===== config.mk =====
export PLATFORM = sky130hd
export DESIGN_NAME = ram8
export DESIGN_NICKNAME = d
export VERILOG_FILES = /design/src/rtl/ram_pkg.sv /design/src/rtl/register16.sv /design/src/rtl/ram8.sv
export SDC_FILE = /design/constraint.sdc
export NUM_CORES = 1
export LEC_CHECK = 0
export ABC_AREA = 1
export BUFFER_PORTS_ARGS = -buffer_cell sky130_fd_sc_hd__buf_2
export CAP_MARGIN = 10
export CORE_MARGIN = 2
export CORE_UTILIZATION = 26
export CTS_CLUSTER_SIZE = 8
export DETAILED_ROUTE_END_ITERATION = 10
export HOLD_SLACK_MARGIN = 0.08
export SLEW_MARGIN = 20
export SYNTH_ARGS = -nofsm -noshare
export SYNTH_HDL_FRONTEND = slang
export SYNTH_HIERARCHICAL = 1
export SYNTH_SLANG_ARGS = --single-unit

===== constraint.sdc =====
create_clock -name clk -period 0.8 [get_ports clk]
set_input_delay 0.08 -clock clk [delete_from_list [all_inputs] [get_ports clk]]
set_output_delay 0.08 -clock clk [all_outputs]
set_load 0.02 [all_outputs]

===== src/rtl/ram_pkg.sv =====
`default_nettype none
// ============================================================================
// Module  : ram_pkg
// Brief   : Shared constants, types and address decode for the RAM hierarchy
//           (ram8, ram64, ram512).
// Rev     : 1.0 - initial release
// ============================================================================
package ram_pkg;

  localparam int WORD_W = 16;
  localparam int DEPTH  = 8;
  localparam int ADDR_W = 3;

  typedef logic [WORD_W-1:0] word_t;
  typedef logic [ADDR_W-1:0] addr_t;

  // One-hot decode of a 3-bit word address (DMux8Way select pattern).
  function automatic logic [DEPTH-1:0] onehot8(input addr_t a);
    logic [DEPTH-1:0] v;
    v = '0;
    v[a] = 1'b1;
    return v;
  endfunction

endpackage
`default_nettype wire


===== src/rtl/register16.sv =====
`default_nettype none
// ============================================================================
// Module  : register16
// Brief   : 16-bit register with load enable and asynchronous active-low
//           clear to zero.
// Rev     : 1.0 - initial release
// ============================================================================
module register16
  import ram_pkg::*;
(
  input  logic  clk,
  input  logic  rst_n,
  input  logic  load,
  input  word_t in,
  output word_t out
);

  word_t r_q;

  // Capture in on a load edge; async clear dominates.
  always_ff @(posedge clk or negedge rst_n) begin
    if (!rst_n)    r_q <= '0;
    else if (load) r_q <= in;
  end

  assign out = r_q;

endmodule
`default_nettype wire


===== src/rtl/ram8.sv =====
`default_nettype none
// ============================================================================
// Module  : ram8
// Brief   : 8 x 16-bit memory, synchronous write through a one-hot decode,
//           combinational read through an 8:1 mux, plus a sticky per-word
//           written mask.
//           Optional macro RAM8_BYPASS_EN: write-through read (out = in while
//           load is high); storage timing is unaffected.
// Rev     : 1.0 - initial release
// ============================================================================
module ram8
  import ram_pkg::*;
(
  input  logic              clk,
  input  logic              rst_n,
  input  logic              load,
  input  logic [ADDR_W-1:0] address,
  input  logic [WORD_W-1:0] in,
  output logic [WORD_W-1:0] out,
  output logic [DEPTH-1:0]  written
);

  logic [DEPTH-1:0] w_sel;
  word_t            w_words [DEPTH];
  word_t            w_stored;
  logic [DEPTH-1:0] r_written;

  // Per-word load strobes: at most one is high, and only while load is set.
  always_comb begin
    w_sel = '0;
    if (load) w_sel = onehot8(address);
  end

  genvar gi;
  generate
    for (gi = 0; gi < DEPTH; gi = gi + 1) begin : g_word
      register16 u_reg (
        .clk   (clk),
        .rst_n (rst_n),
        .load  (w_sel[gi]),
        .in    (in),
        .out   (w_words[gi])
      );
    end
  endgenerate

  // Read mux: current address selects one stored word.
  always_comb begin
    w_stored = w_words[address];
  end

`ifdef RAM8_BYPASS_EN
  // Write-through: the word being written appears on out in the same cycle.
  // Gated by rst_n so out stays zero while the block is held in reset.
  always_comb begin
    out = w_stored;
    if (load && rst_n) out = in;
  end
`else
  // Stored contents only; a write shows up the cycle after its edge.
  always_comb begin
    out = w_stored;
  end
`endif

  // Sticky written mask; bits only ever set, cleared solely by reset.
  always_ff @(posedge clk or negedge rst_n) begin
    if (!rst_n) r_written <= '0;
    else        r_written <= r_written | w_sel;
  end

  assign written = r_written;

`ifndef SYNTHESIS
  // A write to an unknown address would corrupt an unpredictable word.
  always_ff @(posedge clk) begin
    if (rst_n && load) assert (!$isunknown(address));
  end
`endif

endmodule
`default_nettype wire


# [Word level (Yosys, flattened, before mapping)]
# Index checks and enable logic that the tools add are counted.
[word_totals] elab_cells=21 in_bits=22 output_inout_bits=24 reg_bits=136
[classes] mux=6 n_reduce_logical=1 n_bitwise=2 n_lt_le_gt_ge=3
[op_table] cell="16-bit binary-select mux with 3-bit select" count=1
[op_table] cell="16-bit 2-to-1 mux" count=2
[op_table] cell="8-bit 2-to-1 mux" count=1
[op_table] cell="8-bit OR" count=1
[op_table] cell="4-bit greater-or-equal comparator, second input constant" count=1
[op_table] cell="3-bit by 4-bit < comparator with 1-bit output, second input constant" count=1
[op_table] cell="3-bit inverter with 4-bit output" count=1
[op_table] cell="1-bit demux with 3-bit select" count=1
[op_table] cell="3-bit by 1-bit greater-or-equal comparator with 1-bit output, second input constant" count=1
[op_table] cell="1-bit logical AND" count=1
[op_table] cell="1-bit 2-to-1 mux" count=1

# [Longest topological paths before layout]
[depth] ltp_word=6 mapped_depth=9 mapped_depth_nobuf=7

# [By module]
# Netlist, hierarchy kept.
[modules_own_cells] module="register16" seq_area_each_um2=400.4 n_inst=8 cells_each=68 area_each_um2=644.4
[modules_own_cells] module="ram8" seq_area_each_um2=200.2 n_inst=1 cells_each=420 area_each_um2=1838.0

# [Least setup slack after synthesis]
# Ideal clock, no wire load.
[synth_path] path_type="input -> register" start="in address[0]" end="reg g_word[0].u_reg.r_q[10]" slack_ns=-0.327 path_buffers=3 setup_time_ns=0.116 required_time_ns=0.684 stages=9 arrival_time_ns=1.010 path_cell_list="inv_1 buf_2 nand2_1 nor3_1 buf_6 inv_6 buf_12 nand2_1 nand2_1"
[synth_via] elab_chain_cells=5 word_cells_on_any_way=6 classes_between="order compare: 2; mux: 3; reduce/logical: 1"
[synth_lines] item="start, declared" line="ram8.sv:17" source="input logic [ADDR_W-1:0] address,"
[synth_lines] item="3-bit by 4-bit < comparator with 1-bit output (implied by the code) or 3-bit by 1-bit greater-or-equal comparator with 1-bit output (tied branches)" line="ram_pkg.sv:21" source="v[a] = 1'b1;"
[synth_lines] item="1-bit logical AND (implied by the code)" line="ram_pkg.sv:21"
[synth_lines] item="1-bit 2-to-1 mux (implied by the code)" line="ram_pkg.sv:21"
[synth_lines] item="1-bit demux with 3-bit select (*)" line="ram_pkg.sv:21"
[synth_lines] item="8-bit 2-to-1 mux (*)" line="ram8.sv:31" source="if (load) w_sel = onehot8(address);"
[synth_lines] item="via w_sel[0]" line="ram8.sv:23" source="logic [DEPTH-1:0] w_sel;"
[synth_lines] item="end signal, assigned" line="register16.sv:23" source="else if (load) r_q <= in;"
[synth_lines] item="end, declared" line="register16.sv:18" source="word_t r_q;"
# Mark *: on every way through the listed nets, which the timed path passes. The rest lies on a longest branch.
# A chain may end at the register's enable or synchronous reset.

# [Final worst setup path]
[layout_path] start="reg g_word[1].u_reg.r_q[9]" end="out out[9]"
[layout_via] elab_chain_cells=3
[layout_lines] item="start, declared" line="register16.sv:18"
[layout_lines] item="start signal, assigned" line="register16.sv:23"
[layout_lines] item="16-bit binary-select mux with 3-bit select" line="ram8.sv:49" source="w_stored = w_words[address];"
[layout_lines] item="16-bit 2-to-1 mux (implied by the code) (2 in a row)" line="ram8.sv:49"
[layout_lines] item="end, declared" line="ram8.sv:19" source="output logic [WORD_W-1:0] out,"
# Every way passes these cells. The select of a mux whose other input is x is not followed.

==> flow_summary.ini <==
[synth]
syn_area_um2 = 6993
synth_area_per_cell_um2 = 7.254
synth-compound-area-share = 0
synthCells = 964
yosys.area_share.adder = 0
seq_area_frac_synth = 0.4867
muxShareOfSynthArea = 0
synth_warnings = 6
synth_nets = 986
synth-simple-area-share = 0.3976
synth-xor-area-share = 0
synth.distinct_cells = 17
ys_seq_elements = 136
synth_top_family_by_area = simple AND/OR/NAND/NOR gates

[clock_tree]
cts.sinks = 136
ctsRootBufferMaster = clkbuf_16
clockBufferDepth = 2
cts-buffers-inserted = 17
path_clk_slew_ps = 60
cts_tree = built
clk_latency_ps = 420
ctsHtreeMaxLevel = 4

[placement]
io_buffers = 45
pre_cts_ws_ps = -515.8
placed_area_um2 = 8506
gp_congestion = 0.8452
dpl.hpwl_um = 13240
dp.cells = 1423

[flow_run]
maxCapViolCount = 0

[cells_and_area]
fin_util = 0.3732
area_growth_pct = 42.23
final_nets = 1163
design_area_um2 = 9946
drive_gt1_frac = 0.3206
layout_commonest_cell = nand2_1
final_cell_mix = nand2_1 (551), dfrtp_1 (129), buf_4 (98)
finalNonFillerCells = 1495
insertedDiodeCount = 0

[routing]
viasPerCell = 4.178
wirelength_um = 19670
drtIter0Drc = 480
postRouteAntennaNets = 0
wl_per_cell_um = 13.15
vias = 6246
drc = 0
drtPass1Iterations = 5

[power_and_ir_drop]
power.leakage_nw = 5.391
power.density_nw_per_um2 = 2363
p_total_mw = 23.51
ir_drop_uv = 1519

[timing]
fin_ws_ps = -622.7
fin_hold_ws_ps = 82.90
tightestPinTransition_ps = 279.5
fin_skew_ps = 0
fin_crit_sh = 1.778
rsz0062_at_grt = true
fin_setup_tns_ps = -12090
hold_viol = 0
max-slew-margin-rel = 0.8137
min_period_ps = 1423
max_freq_ghz = 0.7029
drv_slew = 0
setup_viol = 35

[setup_path]
cp-start-kind = flip-flop
arrival_ps = 1340
worstPathRequired_ps = 720
cp_max_fo = 2
worst_setup_path_end_kind = output pin
critPathKind = flip-flop to output pin

[grt]
grt_max_degree = 38
grt_pass1_vias = 6283
grt_pass1_wl_um = 32570
antenna_found_initial = 0
grtUsageTotal = 0.1445
gr-total-overflow = 0

[floorplan]
die_width_um = 168
dieArea_um2 = 28220
initial_utilization = 0.2624
rows = 60
fp.dieH_um = 168
ios = 46
core_um2 = 26650

[outcome]
violations = setup timing
status = complete, but fails checks

[min_path]
hp-class = input pin to async pin
[kinds of logic (layout without fill, tap and decap cells)]
logic type / after synthesis / count (layout)
buf+inv: 132 / 322
flops: 136 / 136
simple gates: 696 / 696
[cells in the mapped netlist]
library cell,count,area [µm²]
nand2_1,609,2286
dfrtp_1,136,3403
inv_1,77,289.0
nand2_2,40,250.2
nand3_1,30,150.1
buf_6,16,180.2
buf_2,13,65.06
buf_12,8,160.2
inv_6,8,70.07
or2_2,8,50.05
nor2_1,6,22.52
clkbuf_1,4,15.01
inv_2,3,11.26
buf_4,2,15.01
nor3_1,2,10.01
buf_1,1,3.750
nor2_4,1,11.26
[worst paths after layout]
path / start / to / slack [ps] / depth (start not counted)
max: g_word[1].u_reg/out[9]$_DFFE_PN0P_ / out[9] / -620 / 7
min: rst_n / written[1]$_DFF_PN0_ / 80 / 2
max reg2reg: written[2]$_DFF_PN0_ / written[2]$_DFF_PN0_ / -80 / 2
min reg2reg: g_word[6].u_reg/out[1]$_DFFE_PN0P_ / g_word[6].u_reg/out[1]$_DFFE_PN0P_ / 470 / 2
max in group asynchronous: rst_n / g_word[7].u_reg/out[11]$_DFFE_PN0P_ / 210 / 3
min in group clk: load / g_word[2].u_reg/out[3]$_DFFE_PN0P_ / 240 / 6
[final cells by class]
cell class,instances,area (µm²)
Tap cell,341,426.7
Sequential cell,136,3412
Clock buffer,20,456.7
Timing Repair Buffer,201,1929
Fill cell,2634,16700
Timing Repair inverter,1,16.27
Inverter,88,411.6
Multi-Input combinational cell,696,3070
Clock inverter,12,222.7
[metal layers]
metal  wire (µm)  global-route usage
met1        8878              0.1797
met2        9852              0.2553
met3         493             0.02186
met4         439             0.04991
met5           0                   0
[critical path: stages, from the launching register on]
cell and delay, ps:
dfrtp_1 400, nand2_1 80, nand2_1 50, nand2_1 60, nand2_1 50, nand2_1 60
nand2_2 70, buf_6 130
[registers in the layout, indices dropped and copies added (netlist names)]
register and flops:
written 8, g_word.u_reg/out 128
[power by group]
| group | internal, mW | total [mW] | switching, mW | leakage [nW] |
|---|---|---|---|---|
| clock | 6.01 | 9.10 | 3.09 | 0.326 |
| sequential | 8.12 | 8.82 | 0.702 | 1.68 |
| combinational | 2.81 | 5.58 | 2.77 | 3.38 |
| total | 16.9 | 23.5 | 6.57 | 5.39 |
[repair_timing]
item | in CTS | in global routing
pin swaps | 41 | 38
endpoints found under the hold margin | 264 | 0
buffers inserted | 17 | 17
hold buffers | 17 | 0
endpoints found under the setup margin | 64 | 109
gates resized for setup | 71 | 55
cloned | 0 | 2
No activity file was read; power rests on OpenSTA's default activity.
